**config.mk**
```make
export PLATFORM = sky130hd
export DESIGN_NAME = des3_scheduler_flat
export DESIGN_NICKNAME = d
export VERILOG_FILES = /design/src/rtl/des3_scheduler_if.sv /design/src/rtl/des3_scheduler.sv /design/src/flat_wrapper.sv
export SDC_FILE = /design/constraint.sdc
export NUM_CORES = 1
export LEC_CHECK = 0
export BUFFER_PORTS_ARGS = -buffer_cell sky130_fd_sc_hd__buf_4
export CAP_MARGIN = 5
export CORE_AREA = 3 3 516 518
export CTS_CLUSTER_SIZE = 10
export DETAILED_ROUTE_END_ITERATION = 10
export DIE_AREA = 0 0 519 521
export GPL_TIMING_DRIVEN = 0
export PLACE_DENSITY = 0.3
export SLEW_MARGIN = 25
export SYNTH_ARGS = -nofsm -noshare
export SYNTH_HDL_FRONTEND = slang
export SYNTH_SLANG_ARGS = --single-unit
```
**constraint.sdc**
```tcl
create_clock -name wb_clk_i -period 4.03 [get_ports wb_clk_i]
set_clock_uncertainty 0.2 [all_clocks]
set_input_delay 0.806 -clock wb_clk_i [delete_from_list [all_inputs] [get_ports wb_clk_i]]
set_output_delay 0.806 -clock wb_clk_i [all_outputs]
set_load 0.005 [all_outputs]
```
**src/rtl/des3_scheduler_if.sv**
```systemverilog
// Requester/response bundle for des3_scheduler.
// slave = scheduler side, master = requester/consumer side.
interface des3_scheduler_if #(
   parameter int NREQ = 4,
   parameter int IDW  = 2
);
   logic [NREQ-1:0]     req_i;
   logic [64*NREQ-1:0]  req_data_i;
   logic [168*NREQ-1:0] req_key_i;
   logic [NREQ-1:0]     req_decrypt_i;
   logic [NREQ-1:0]     gnt_o;
   logic                resp_valid_o;
   logic                resp_ready_i;
   logic [IDW-1:0]      resp_id_o;
   logic [63:0]         resp_data_o;
   logic                resp_err_o;

   modport slave (
      input  req_i, req_data_i, req_key_i,
      input  req_decrypt_i, resp_ready_i,
      output gnt_o, resp_valid_o, resp_id_o,
      output resp_data_o, resp_err_o
   );

   modport master (
      output req_i, req_data_i, req_key_i,
      output req_decrypt_i, resp_ready_i,
      input  gnt_o, resp_valid_o, resp_id_o,
      input  resp_data_o, resp_err_o
   );
endinterface

```
**src/rtl/des3_scheduler.sv**
```systemverilog
// Round-robin job scheduler sharing one des3 core.
// Optional watchdog: define DES3_SCHED_WDOG_EN.
module des3_scheduler #(
   parameter int NREQ    = 4,
   parameter int IDW     = 2,
   parameter int TIMEOUT = 255
) (
   input  logic        wb_clk_i,
   input  logic        wb_rst_ni,
   des3_scheduler_if.slave bus,
   output logic        core_start_o,
   output logic        core_decrypt_o,
   output logic [63:0] core_in_o,
   output logic [55:0] core_key1_o,
   output logic [55:0] core_key2_o,
   output logic [55:0] core_key3_o,
   input  logic [63:0] core_out_i,
   input  logic        core_valid_i,
   output logic        busy_o
);

   typedef enum logic [1:0] {
      IDLE, RUN, DONE, REL
   } state_t;

   state_t          state_q, state_d;
   logic [IDW-1:0]  ptr_q, ptr_d;
   logic [IDW-1:0]  id_q, id_d;
   logic [63:0]     in_q, in_d;
   logic [167:0]    key_q, key_d;
   logic            dec_q, dec_d;
   logic [63:0]     data_q, data_d;
   logic            valid_q, valid_d;
   logic            err_q, err_d;
   logic [NREQ-1:0] gnt;
   logic [IDW-1:0]  win;
   logic            win_vld;
   logic [IDW:0]    idx;
   logic            wdog_hit;

`ifdef DES3_SCHED_WDOG_EN
   logic [15:0] cnt_q, cnt_d;

   assign wdog_hit = (cnt_q == 16'(TIMEOUT - 1));

   // Watchdog counts RUN cycles, zero elsewhere.
   always_comb begin
      cnt_d = '0;
      if (state_q == RUN) cnt_d = cnt_q + 16'd1;
   end

   // Watchdog counter register.
   always_ff @(posedge wb_clk_i or negedge wb_rst_ni) begin
      if (!wb_rst_ni) cnt_q <= '0;
      else            cnt_q <= cnt_d;
   end
`else
   assign wdog_hit = 1'b0;
`endif

   // Round-robin search starting at ptr, wrapping.
   always_comb begin
      win_vld = 1'b0;
      win     = '0;
      idx     = '0;
      for (int k = 0; k < NREQ; k++) begin
         idx = {1'b0, ptr_q} + (IDW+1)'(k);
         if (idx >= (IDW+1)'(NREQ))
            idx = idx - (IDW+1)'(NREQ);
         if (!win_vld && bus.req_i[idx[IDW-1:0]]) begin
            win_vld = 1'b1;
            win     = idx[IDW-1:0];
         end
      end
   end

   // Next-state, operand capture and response logic.
   always_comb begin
      state_d = state_q;
      ptr_d   = ptr_q;
      id_d    = id_q;
      in_d    = in_q;
      key_d   = key_q;
      dec_d   = dec_q;
      data_d  = data_q;
      valid_d = valid_q;
      err_d   = err_q;
      gnt     = '0;
      unique case (state_q)
         IDLE: begin
            if (win_vld) begin
               gnt[win] = 1'b1;
               in_d  = bus.req_data_i[64*int'(win) +: 64];
               key_d = bus.req_key_i[168*int'(win) +: 168];
               dec_d = bus.req_decrypt_i[win];
               id_d  = win;
               err_d = 1'b0;
               if (win == IDW'(NREQ - 1)) ptr_d = '0;
               else                       ptr_d = win + IDW'(1);
               state_d = RUN;
            end
         end
         RUN: begin
            if (core_valid_i) begin
               data_d  = core_out_i;
               err_d   = 1'b0;
               valid_d = 1'b1;
               state_d = DONE;
            end else if (wdog_hit) begin
               data_d  = '0;
               err_d   = 1'b1;
               valid_d = 1'b1;
               state_d = DONE;
            end
         end
         DONE: begin
            if (valid_q && bus.resp_ready_i) begin
               valid_d = 1'b0;
               state_d = REL;
            end
         end
         REL: begin
            state_d = IDLE;
         end
         default: state_d = IDLE;
      endcase
   end

   // State and datapath registers.
   always_ff @(posedge wb_clk_i or negedge wb_rst_ni) begin
      if (!wb_rst_ni) begin
         state_q <= IDLE;
         ptr_q   <= '0;
         id_q    <= '0;
         in_q    <= '0;
         key_q   <= '0;
         dec_q   <= 1'b0;
         data_q  <= '0;
         valid_q <= 1'b0;
         err_q   <= 1'b0;
      end else begin
         state_q <= state_d;
         ptr_q   <= ptr_d;
         id_q    <= id_d;
         in_q    <= in_d;
         key_q   <= key_d;
         dec_q   <= dec_d;
         data_q  <= data_d;
         valid_q <= valid_d;
         err_q   <= err_d;
      end
   end

   // Grant is masked while reset is held so outputs read 0.
   assign bus.gnt_o        = gnt & {NREQ{wb_rst_ni}};
   assign bus.resp_valid_o = valid_q;
   assign bus.resp_id_o    = id_q;
   assign bus.resp_data_o  = data_q;
   assign bus.resp_err_o   = err_q;

   assign core_start_o   = (state_q == RUN);
   assign core_decrypt_o = dec_q;
   assign core_in_o      = in_q;
   assign core_key1_o    = key_q[167:112];
   assign core_key2_o    = key_q[111:56];
   assign core_key3_o    = key_q[55:0];
   assign busy_o         = (state_q != IDLE);

endmodule
```
**src/flat_wrapper.sv**
```systemverilog
// flat-port wrapper written by rule: the top's interface ports become plain ports
module des3_scheduler_flat 
#(
   parameter int NREQ    = 4,
   parameter int IDW     = 2,
   parameter int TIMEOUT = 255
)
  (wb_clk_i, wb_rst_ni, core_start_o, core_decrypt_o, core_in_o, core_key1_o, core_key2_o, core_key3_o, core_out_i, core_valid_i, busy_o, bus_req_i, bus_req_data_i, bus_req_key_i, bus_req_decrypt_i, bus_resp_ready_i, bus_gnt_o, bus_resp_valid_o, bus_resp_id_o, bus_resp_data_o, bus_resp_err_o);
  des3_scheduler_if #(.NREQ(NREQ), .IDW(IDW)) bus_i ();
  input  logic wb_clk_i;
  input  logic wb_rst_ni;
  output logic core_start_o;
  output logic core_decrypt_o;
  output logic [63:0] core_in_o;
  output logic [55:0] core_key1_o;
  output logic [55:0] core_key2_o;
  output logic [55:0] core_key3_o;
  input  logic [63:0] core_out_i;
  input  logic core_valid_i;
  output logic busy_o;
  input wire logic [$bits(bus_i.req_i)-1:0] bus_req_i;
  input wire logic [$bits(bus_i.req_data_i)-1:0] bus_req_data_i;
  input wire logic [$bits(bus_i.req_key_i)-1:0] bus_req_key_i;
  input wire logic [$bits(bus_i.req_decrypt_i)-1:0] bus_req_decrypt_i;
  input wire logic [$bits(bus_i.resp_ready_i)-1:0] bus_resp_ready_i;
  output wire logic [$bits(bus_i.gnt_o)-1:0] bus_gnt_o;
  output wire logic [$bits(bus_i.resp_valid_o)-1:0] bus_resp_valid_o;
  output wire logic [$bits(bus_i.resp_id_o)-1:0] bus_resp_id_o;
  output wire logic [$bits(bus_i.resp_data_o)-1:0] bus_resp_data_o;
  output wire logic [$bits(bus_i.resp_err_o)-1:0] bus_resp_err_o;
  assign bus_i.req_i = bus_req_i;
  assign bus_i.req_data_i = bus_req_data_i;
  assign bus_i.req_key_i = bus_req_key_i;
  assign bus_i.req_decrypt_i = bus_req_decrypt_i;
  assign bus_i.resp_ready_i = bus_resp_ready_i;
  assign bus_gnt_o = bus_i.gnt_o;
  assign bus_resp_valid_o = bus_i.resp_valid_o;
  assign bus_resp_id_o = bus_i.resp_id_o;
  assign bus_resp_data_o = bus_i.resp_data_o;
  assign bus_resp_err_o = bus_i.resp_err_o;
  des3_scheduler #(.NREQ(NREQ), .IDW(IDW), .TIMEOUT(TIMEOUT)) u_core (.wb_clk_i(wb_clk_i), .wb_rst_ni(wb_rst_ni), .bus(bus_i), .core_start_o(core_start_o), .core_decrypt_o(core_decrypt_o), .core_in_o(core_in_o), .core_key1_o(core_key1_o), .core_key2_o(core_key2_o), .core_key3_o(core_key3_o), .core_out_i(core_out_i), .core_valid_i(core_valid_i), .busy_o(busy_o));
endmodule
```
==> impl_metrics.env, run 1 <==
export IMPL_critical_path_startpoint_type="flop"
export IMPL_grt_max_degree=71
export IMPL_post_layout_nets=4626
export IMPL_setup_reg_to_reg_worst_slack_ns=0.33
export IMPL_ios=1311
export IMPL_die_area_um2=270000
export IMPL_critPathArrivalTime_ns=2.77
export IMPL_cap_violations=0
export IMPL_grt_remaining_overflow=0
export IMPL_syn_area_per_cell_um2=7.93
export IMPL_yosysUniqueCellTypes=31
export IMPL_core_um2=262000
export IMPL_wl_per_cell_um=30.4
export IMPL_max_vdd_ir_drop_mv=0.316
export IMPL_wl_mm=218
export IMPL_outcome="finished, final reports clean"
export IMPL_worst_hold_path_cells=2
export IMPL_hpwl_mm=189
export IMPL_grt_pass1_wl_mm=274
export IMPL_fraction_of_final_layout_cells_sized_beyond_drive_strength_1_pct=44.6
export IMPL_portBuffers=1309
export IMPL_cts_bufs_inserted=49
export IMPL_syn_inst=2242
export IMPL_total_count_of_hold_check_failures_in_the_final_report=0
export IMPL_ant_nets=0
export IMPL_ys_async_sr_fraction_pct=100
export IMPL_routed_via_density=3.24
export IMPL_initial_antenna_violation_count=93
export IMPL_ff_latch_area_um2=7610
export IMPL_max_slew_violation_total_from_the_final_report=0
export IMPL_p_per_area_nw_per_um2=745
export IMPL_maximum_count_of_clock_buffers_along_a_single_path=3
export IMPL_ctsHtreeMaxLevel=2
export IMPL_chip_width_um=519
export IMPL_cp_end_kind="output port"
export IMPL_gr_usage_all_layers_pct=15.5
export IMPL_drt_pass1_iter_count=5
export IMPL_rsz0062_at_grt="no"
export IMPL_synth_ff_type="dfrtp_1"
export IMPL_via_count=23300
export IMPL_min_to="u_core.bus.resp_data_o[51]$_DFFE_PN0P_"
export IMPL_clkTransAtPathRegs_ns=0.06
export IMPL_synth_edf_count=0
export IMPL_syn_to_final_growth_pct=91.6
export IMPL_rows=188
export IMPL_timing_fmax_ghz=0.265
export IMPL_slew_limit_headroom_pct=25.4
export IMPL_worst_slew_pin_transition_ns=1.12
export IMPL_timing_final_setup_violations=0
export IMPL_worstSkewPairLatency_ns=0.67
export IMPL_dieHeight_um=521
export IMPL_most_frequent_standard_cell_in_the_layout_excluding_fill_and_tap_cells="buf_4"
export IMPL_worstReg2RegStart="u_core.state_q[0]$_DFFE_PN0P_"
export IMPL_multi_input_area_um2=9280
export IMPL_total_power_w=0.0254
export IMPL_initialDrtViolationCount=1488
export IMPL_syn_area_um2=17800
export IMPL_worst_r2r_path_depth=11
export IMPL_syn_num_nets=3251
export IMPL_gp_congestion=0.971
export IMPL_r2r_end="u_core.key_q[97]$_DFFE_PN0P_"
export IMPL_holdCritStartpoint="core_out_i[51]"
export IMPL_final_core_utilization_pct=13.0
export IMPL_clock_root_buffer="clkbuf_16"
export IMPL_worstHoldPathType="in -> reg"
export IMPL_cts_tree="yes"
export IMPL_final_instance_count_excl_fill=7187
export IMPL_period_share_pct=93.8
export IMPL_timing_final_crit_period_ns=3.78
export IMPL_total_leakage_power_nw=15.8
export IMPL_required_ns=3.02
export IMPL_most_common_layout_cells="buf_4 (1333), nand2_1 (943), nand3_1 (462)"
export IMPL_initial_utilization_pct=6.79
export IMPL_setup_crit_path_kind="reg -> out"
export IMPL_proportion_of_synthesized_chip_area_in_sequential_cells_pct=42.8
export IMPL_yosys_register_bits=304
export IMPL_crit_path_max_fanout=19
export IMPL_synthesis_yosys_warnings=0
export IMPL_tritoncts_num_sinks=304
export IMPL_post_route_drc_count=0
export IMPL_placed_cells=7077
export IMPL_fillerInstances=30700
export IMPL_grt_pass1_vias=24800
how the worst max path moves through the flow:
stage	start	to	slack [ns]	cells past startpoint
after floorplan	bus_req_i[0]	bus_gnt_o[3]	0.90	7
after CTS	u_core.state_q[0]$_DFFE_PN0P_	bus_gnt_o[1]	0.01	9
final	u_core.ptr_q[1]$_DFFE_PN0P_	bus_gnt_o[3]	0.25	8
after global placement	bus_req_i[2]	u_core.key_q[160]$_DFFE_PN0P_	-2.99	6
after global routing	wb_rst_ni	bus_gnt_o[2]	0.008	6
after detailed placement	u_core.state_q[0]$_DFFE_PN0P_	u_core.key_q[77]$_DFFE_PN0P_	-0.61	9
metal layers:
metal	wire length (um)	track usage (%)	part of all wire, %
met5	248	0	0.11
met1	85400	17.5	39
met4	4940	3.16	2.3
met3	23800	7.12	11
met2	104000	26.5	48
cell type report:
cell class                 count  area share, %
antenna                       19          0.140
buffer                       185           2.76
clock buffer                  72           4.33
clock inverter                15          0.536
inverter                       9          0.107
multi-input combinational   1743           27.2
sequential                   304           22.3
tap                         3515           12.9
timing repair buffer        1325           29.7
synth_stat cells, types with 2 or more instances:
| cell | n | share of area [%] |
|---|---|---|
| nand2_1 | 943 | 20 |
| mux2_2 | 65 | 4.1 |
| o21ai_0 | 5 | 0.14 |
| o211a_1 | 233 | 13 |
| nor2_1 | 3 | 0.063 |
| clkbuf_1 | 45 | 0.95 |
| inv_1 | 8 | 0.17 |
| nor3_1 | 2 | 0.056 |
| ha_1 | 5 | 0.35 |
| nand2b_1 | 3 | 0.11 |
| buf_1 | 5 | 0.11 |
| a21boi_0 | 2 | 0.084 |
| buf_4 | 20 | 0.84 |
| dfrtp_1 | 304 | 43 |
| a21oi_1 | 2 | 0.056 |
| nand3_1 | 467 | 13 |
| buf_2 | 116 | 3.3 |
logic make-up (layout without fill, tap and decap cells):
logic type	Yosys count	in the layout	synth area share [%]
AND/OR/NAND/NOR	1423	1423	33.5
AO/OA/AOI/OAI	249	249	13.9
flip-flops	304	304	42.8
other	1	20	0.0211
multiplexers	65	65	4.12
adder cells (fa/ha/maj)	5	5	0.352
buffers and inverters	195	1606	5.37
sequential cells by signal (all words and copies together) (netlist names):
name	cells
u_core.key_q	168
u_core.bus.resp_data_o	64
u_core.core_in_o	64
u_core.bus.resp_id_o	2
u_core.ptr_q	2
u_core.state_q	2
u_core.bus.resp_valid_o	1
u_core.core_decrypt_o	1
through the flow:
| stage | hold slack, ns | TNS, ns | setup slack, ns | instance area [um2] |
|---|---|---|---|---|
| 4_1_cts | 0.0514 | 0 | 0.0104 | 34000 |
| 5_1_grt | 0.0934 | 0 | 0.00842 | 34000 |
| 2_1_floorplan | 0.270 | 0 | 0.897 | 17800 |
| 6_report | 0.159 | 0 | 0.251 | 34100 |
| 3_3_place_gp | 0.271 | -1150.41 | -2.99 | 32000 |
| 3_5_place_dp | 0.269 | -19.47 | -0.607 | 32300 |
critical path, cell delays in order (launching register included):
cell and delay, ns:
dfrtp_1 0.44, mux2_2 0.40, o221ai_4 0.22, buf_12 0.15, inv_4 0.08, buf_6 0.24, ha_1 0.24, and3_1 0.16
buf_4 0.14
where the power goes:
part           switching (W)  internal [W]  leakage (nW)
Sequential           0.00114       0.00467          3.43
Clock                0.00197       0.00271         0.821
Combinational        0.00928       0.00559          11.6
what timing repair did:
item                       4_1_cts  5_1_grt
setup endpoints to repair      154        1
buffers inserted                 4        0
hold endpoints to repair        43        0
resized for setup               14        1
pin swaps                        2        0
hold buffers                     1        0
gates cloned                     0        0
(Power assumes the default switching activity.)
==> run 2, diff against run 1 <==
--- a/config.mk
+++ b/config.mk
@@ -5,12 +5,13 @@
 export SDC_FILE = /design/constraint.sdc
 export NUM_CORES = 1
 export LEC_CHECK = 0
+export ABC_AREA = 1
 export BUFFER_PORTS_ARGS = -buffer_cell sky130_fd_sc_hd__buf_4
 export CAP_MARGIN = 5
-export CORE_AREA = 3 3 516 518
+export CORE_AREA = 3 3 507 509
 export CTS_CLUSTER_SIZE = 10
 export DETAILED_ROUTE_END_ITERATION = 10
-export DIE_AREA = 0 0 519 521
+export DIE_AREA = 0 0 510 512
 export GPL_TIMING_DRIVEN = 0
 export PLACE_DENSITY = 0.3
 export SLEW_MARGIN = 25
==> impl_metrics.env, run 2 <==
export IMPL_outcome="finished, final reports clean"
export IMPL_rsz0062_at_grt="no"
export IMPL_required_ns=3.02
export IMPL_worst_slew_pin_transition_ns=0.937
export IMPL_syn_inst=2880
export IMPL_portBuffers=1309
export IMPL_ys_async_sr_fraction_pct=100
export IMPL_cp_end_kind="output port"
export IMPL_slew_limit_headroom_pct=37.6
export IMPL_max_slew_violation_total_from_the_final_report=0
export IMPL_setup_reg_to_reg_worst_slack_ns=0.32
export IMPL_largest_reg_flops=168
export IMPL_total_leakage_power_nw=17.1
export IMPL_grt_remaining_overflow=0
export IMPL_initial_utilization_pct=7.94
export IMPL_worstReg2RegStart="u_core.ptr_q[0]$_DFFE_PN0P_"
export IMPL_cts_tree="yes"
export IMPL_yosysUniqueCellTypes=25
export IMPL_clock_power_share_pct=11.2
export IMPL_worstHoldPathType="in -> reg"
export IMPL_tritoncts_num_sinks=304
export IMPL_grt_pass1_wl_mm=287
export IMPL_synth_edf_count=0
export IMPL_most_common_layout_cells="buf_4 (1331), nand2_1 (972), nand3_1 (707)"
export IMPL_ant_nets=0
export IMPL_post_synth_top_area_cell="dfrtp_1"
export IMPL_grt_max_degree=72
export IMPL_worst_hold_path_cells=2
export IMPL_drt_pass1_iter_count=5
export IMPL_initial_antenna_violation_count=61
export IMPL_dieHeight_um=512
export IMPL_hpwl_mm=192
export IMPL_total_power_w=0.0412
export IMPL_die_area_um2=261000
export IMPL_yosys_area_top_type_share_pct=37.8
export IMPL_setup_crit_path_kind="reg -> out"
export IMPL_sw_frac_of_total_pct=60.1
export IMPL_core_um2=253000
export IMPL_post_layout_nets=5257
export IMPL_max_vdd_ir_drop_mv=0.472
export IMPL_timing_final_setup_violations=0
export IMPL_p_per_area_nw_per_um2=1140
export IMPL_via_count=28700
export IMPL_maximum_count_of_clock_buffers_along_a_single_path=3
export IMPL_power_sequential_fraction_pct=13.9
export IMPL_chip_width_um=510
export IMPL_yosys_cell_count_top_type="nand2_1"
export IMPL_r2r_end="u_core.key_q[110]$_DFFE_PN0P_"
export IMPL_holdCritStartpoint="core_out_i[38]"
export IMPL_synth_area_top_cells="dfrtp_1 (38%), nand2_1 (18%), nand3_1 (18%), nand4_1 (14%), mux2_2 (3.6%)"
export IMPL_gp_congestion=0.937
export IMPL_worstSkewPairLatency_ns=0.67
export IMPL_worst_r2r_path_depth=14
export IMPL_total_switching_power_w=0.0247
export IMPL_total_count_of_hold_check_failures_in_the_final_report=0
export IMPL_cts_bufs_inserted=49
export IMPL_synthesis_yosys_warnings=0
export IMPL_period_share_pct=93.2
export IMPL_ios=1311
export IMPL_syn_area_um2=20100
export IMPL_largest_register="u_core.key_q"
export IMPL_rows=185
export IMPL_internal_power_w=0.0164
export IMPL_min_to="u_core.bus.resp_data_o[38]$_DFFE_PN0P_"
export IMPL_crit_path_max_fanout=22
export IMPL_gr_usage_all_layers_pct=16.3
export IMPL_routed_via_density=3.74
export IMPL_synth_top_cells_by_count="nand2_1 (972), nand3_1 (707), nand4_1 (466)"
export IMPL_syn_num_nets=3889
export IMPL_wl_mm=225
export IMPL_proportion_of_synthesized_chip_area_in_sequential_cells_pct=37.8
export IMPL_critPathArrivalTime_ns=2.75
export IMPL_timing_setup_tns_ns=0
export IMPL_fraction_of_final_layout_cells_sized_beyond_drive_strength_1_pct=37.2
export IMPL_initialDrtViolationCount=2172
export IMPL_clock_root_buffer="clkbuf_16"
export IMPL_clkTransAtPathRegs_ns=0.06
export IMPL_grt_pass1_vias=29500
export IMPL_synth_ff_type="dfrtp_1"
export IMPL_ctsHtreeMaxLevel=2
export IMPL_post_route_drc_count=0
export IMPL_cap_violations=0
export IMPL_timing_final_crit_period_ns=3.76
export IMPL_critical_path_startpoint_type="flop"
export IMPL_power_combinational_fraction_pct=74.9
export IMPL_syn_area_per_cell_um2=6.99
export IMPL_syn_to_final_growth_pct=79.7
export IMPL_yosys_register_bits=304
export IMPL_most_frequent_standard_cell_in_the_layout_excluding_fill_and_tap_cells="buf_4"
export IMPL_wl_per_cell_um=29.3
export IMPL_timing_fmax_ghz=0.266
## run 2: cell types whose count changed after synthesis, moves of 4 or more
| cell | delta |
|---|---|
| nand4_1 | +466 |
| nand3_1 | +240 |
| o211a_1 | -233 |
| clkbuf_1 | +90 |
| buf_1 | +65 |
| nand2_1 | +29 |
| buf_2 | -26 |
| inv_1 | +4 |
| inv_2 | +4 |
| nor2_1 | +4 |
## run 2: how the worst max path moves through the flow
stage / from / endpoint / slack (ns)
global placement: wb_rst_ni / u_core.bus.resp_data_o[46]$_DFFE_PN0P_ / -2.11
global route: u_core.ptr_q[0]$_DFFE_PN0P_ / bus_gnt_o[2] / 0.01
floorplan: bus_req_i[3] / bus_gnt_o[3] / 0.79
CTS: u_core.ptr_q[0]$_DFFE_PN0P_ / bus_gnt_o[3] / 0.01
finish: u_core.ptr_q[0]$_DFFE_PN0P_ / bus_gnt_o[2] / 0.27
detailed placement: bus_req_i[3] / u_core.key_q[110]$_DFFE_PN0P_ / -0.37
## run 2: power groups by stage
stage / Clock [W] / Sequential, W / Combinational [W]
3_5_place_dp: 0 / 0.00575 / 0.0312
3_3_place_gp: 0 / 0.00576 / 0.0313
4_1_cts: 0.00488 / 0.00574 / 0.0314
5_1_grt: 0.00496 / 0.00590 / 0.0336
2_1_floorplan: 0 / 0.00554 / 0.0150
6_report: 0.00463 / 0.00571 / 0.0308
## run 2: cell type report
cell class | instances | area, um2
Antenna cell | 24 | 60.1
Tap cell | 3366 | 4210
Fill cell | 29600 | 217000
Buffer | 314 | 1410
Inverter | 16 | 65.1
Timing Repair Buffer | 1320 | 10000
Clock inverter | 26 | 302
Sequential cell | 304 | 7610
Multi-Input combinational cell | 2243 | 11100
Clock buffer | 66 | 1400
## run 2: logic make-up (layout without fill, tap and decap cells)
family	after synthesis	after routing	share of synthesized area, %
simple gates	2163	2163	50.8
compound gates	10	10	0.274
flops	304	304	37.8
buf+inv	333	1742	7.24
other cells	1	25	0.0186
fa+ha+maj	5	5	0.311
mux	64	64	3.58
## run 2: worst max-delay path: stages, from the launching register on
cell and delay [ns]:
dfrtp_1 0.39, inv_2 0.16, nand2_1 0.07, nand2_1 0.13, nand2_1 0.07, nand2_1 0.12, nand3_1 0.09, nand2_1 0.11
nand3_4 0.12, inv_6 0.29, buf_2 0.31, nor2_1 0.09, buf_4 0.14
## run 2: timing repair
| action | CTS | global route |
|---|---|---|
| pin swaps | 1 | 0 |
| buffers inserted | 2 | 3 |
| setup endpoints to repair | 4 | 4 |
| gates resized for setup | 7 | 9 |
| hold buffers | 1 | 0 |
| endpoints found under the hold margin | 50 | 0 |
## run 2: layer usage
layer	global-route usage [%]	part of all wire, %	vias up
li1	-	-	13000
met1	18.6	39	14100
met2	29.1	50	1395
met3	5.64	9.0	210
met4	3.37	2.2	20
met5	0	0.060	-
## run 2: stage by stage
stage               setup slack, ns  hold WS (ns)  cells  utilization [%]  area [um2]
global route                 0.0103         0.109   7661             14.2       36100
detailed placement           -0.374         0.267   7560             13.5       34300
CTS                          0.0146        0.0829   7653             14.2       36100
global placement              -2.11         0.267   7555             13.5       34200
finish                        0.272         0.166   7679             14.3       36200
floorplan                     0.786         0.273   2880                -       20100
==> run 3, diff against run 2 <==
==> constraint.sdc (replaced) <==
create_clock -name wb_clk_i -period 4.85 [get_ports wb_clk_i]
set_clock_uncertainty 0.2 [all_clocks]
set_input_delay 0.97 -clock wb_clk_i [delete_from_list [all_inputs] [get_ports wb_clk_i]]
set_output_delay 0.97 -clock wb_clk_i [all_outputs]
set_load 0.005 [all_outputs]
==> impl_metrics.env, run 3 (synthesis results as in run 2) <==
export IMPL_crit_path_max_fanout=11
export IMPL_chip_width_um=510
export IMPL_timing_final_setup_violations=0
export IMPL_grt_pass1_vias=29500
export IMPL_cts_tree="yes"
export IMPL_cell_breakdown_of_the_critical_path="inv_2, nand2_1, nand2_1, nand2_1, nand2_1, nor2_2, nand3_1, nand3_2, inv_2, buf_2, buf_2, nor2_1, buf_4"
export IMPL_r2r_end="u_core.key_q[97]$_DFFE_PN0P_"
export IMPL_tritoncts_num_sinks=304
export IMPL_final_instance_count_excl_fill=7674
export IMPL_most_frequent_standard_cell_in_the_layout_excluding_fill_and_tap_cells="buf_4"
export IMPL_wl_mm=225
export IMPL_placedInstanceArea_um2=34300
export IMPL_rsz0062_at_grt="no"
export IMPL_gr_usage_all_layers_pct=16.3
export IMPL_slew_limit_headroom_pct=36.9
export IMPL_hold_buffers=0
export IMPL_cts_bufs_inserted=49
export IMPL_hpwl_mm=192
export IMPL_grt_max_degree=72
export IMPL_cap_violations=0
export IMPL_largest_reg_flops=168
export IMPL_worst_slew_pin_transition_ns=0.947
export IMPL_clock_root_buffer="clkbuf_16"
export IMPL_setup_reg_to_reg_worst_slack_ns=1.13
export IMPL_required_ns=3.68
export IMPL_initial_utilization_pct=7.94
export IMPL_p_per_area_nw_per_um2=944
export IMPL_initialDrtViolationCount=2281
export IMPL_post_cts_setup_buffer_count=0
export IMPL_wl_per_cell_um=29.3
export IMPL_max_slew_violation_total_from_the_final_report=0
export IMPL_ant_nets=0
export IMPL_worstReg2RegStart="u_core.ptr_q[0]$_DFFE_PN0P_"
export IMPL_post_route_drc_count=0
export IMPL_setup_crit_path_kind="reg -> out"
export IMPL_critPathArrivalTime_ns=3.26
export IMPL_dieHeight_um=512
export IMPL_worst_path_max_delay_cell="inv_2"
export IMPL_rows=185
export IMPL_initial_antenna_violation_count=59
export IMPL_largest_register="u_core.key_q"
export IMPL_grt_remaining_overflow=0
export IMPL_clkTransAtPathRegs_ns=0.06
export IMPL_timing_final_crit_period_ns=4.43
export IMPL_most_common_layout_cells="buf_4 (1327), nand2_1 (972), nand3_1 (707)"
export IMPL_outcome="finished, final reports clean"
export IMPL_grt_pass1_wl_mm=286
export IMPL_drt_pass1_iter_count=6
export IMPL_gp_congestion=0.937
export IMPL_timing_hold_ws_ns=0.0750
export IMPL_post_layout_nets=5253
export IMPL_period_share_pct=91.4
export IMPL_cp_end_kind="output port"
export IMPL_portBuffers=1309
export IMPL_maximum_count_of_clock_buffers_along_a_single_path=3
export IMPL_max_vdd_ir_drop_mv=0.503
export IMPL_timing_fmax_ghz=0.226
export IMPL_fillerInstances=29600
export IMPL_final_cell_area_um2=36100
export IMPL_die_area_um2=261000
export IMPL_critical_path_startpoint_type="flop"
export IMPL_total_leakage_power_nw=17.1
export IMPL_total_count_of_hold_check_failures_in_the_final_report=0
export IMPL_routed_via_density=3.75
export IMPL_fraction_of_final_layout_cells_sized_beyond_drive_strength_1_pct=37.1
export IMPL_ios=1311
export IMPL_critPathMaxStageDelay_ns=0.48
export IMPL_worstHoldPathType="in -> async"
export IMPL_placed_cells=7560
export IMPL_core_um2=253000
export IMPL_via_count=28800
export IMPL_cp_dominant_cell_by_count="nand2_1"
export IMPL_total_power_w=0.0340
export IMPL_worst_r2r_path_depth=14
export IMPL_worstSkewPairLatency_ns=0.67
export IMPL_ctsHtreeMaxLevel=2
export IMPL_post_cts_resized=0
export IMPL_syn_to_final_growth_pct=79.2
==> run 3: cell types whose count changed in the layout (fill, tap and decap cells not counted), moves of 2 or more <==
cell     previous run  this run
nand2_2             1         3
nand3_4             3         1
nand2_4             2         0
buf_2              87        90
buf_4            1331      1327
nand3_2             1         3
==> run 3: where the power goes <==
| part | internal (W) | leakage (nW) | switching (W) | total, W |
|---|---|---|---|---|
| sequential | 0.00386 | 3.74 | 0.000885 | 0.00475 |
| combinational | 0.00748 | 12.5 | 0.0180 | 0.0255 |
| clock | 0.00221 | 0.826 | 0.00163 | 0.00385 |
==> run 3: how the worst max path moves through the flow <==
| stage | start | cells past startpoint | slack (ns) | to |
|---|---|---|---|---|
| 2_1_floorplan | bus_req_i[3] | 11 | 1.28 | bus_gnt_o[3] |
| 3_3_place_gp | wb_rst_ni | 4 | -1.61 | bus_gnt_o[3] |
| 5_1_grt | u_core.ptr_q[1]$_DFFE_PN0P_ | 13 | 0.13 | bus_gnt_o[2] |
| 6_report | u_core.ptr_q[0]$_DFFE_PN0P_ | 13 | 0.42 | bus_gnt_o[2] |
| 4_1_cts | u_core.ptr_q[0]$_DFFE_PN0P_ | 13 | 0.11 | bus_gnt_o[3] |
| 3_5_place_dp | bus_req_i[3] | 14 | 0.28 | u_core.key_q[110]$_DFFE_PN0P_ |
==> run 3: metrics by stage <==
stage / utilization, % / setup slack [ns] / setup TNS (ns)
CTS: 14.2 / 0.106 / 0
global placement: 13.5 / -1.61 / -377.39
finish: 14.2 / 0.415 / 0
detailed placement: 13.5 / 0.282 / 0
global route: 14.2 / 0.134 / 0
floorplan: - / 1.28 / 0
==> run 3: layout make-up <==
class	instances	area, um2	share of cell area, %
Multi-Input combinational cell	2243	11100	30.7
Timing Repair Buffer	1314	9960	27.6
Sequential cell	304	7610	21.1
Tap cell	3366	4210	11.7
Clock buffer	66	1400	3.88
Buffer	316	1400	3.87
Clock inverter	26	302	0.836
Inverter	16	60.1	0.167
Antenna cell	23	57.6	0.160
==> run 3: worst max-delay path: cells and delay by family (launching register included) <==
kind / cells / cell delay (ns)
simple gates: 8 / 0.76
buf+inv: 5 / 1.46
flops: 1 / 0.39
==> run 3: routing by layer <==
metal / vias to the layer above / GRT usage [%] / routed length (um)
met5: - / 0 / 136
met4: 20 / 3.28 / 5080
met3: 204 / 5.68 / 21000
met2: 1473 / 29.2 / 112000
met1: 14100 / 18.6 / 86900
li1: 12900 / - / -
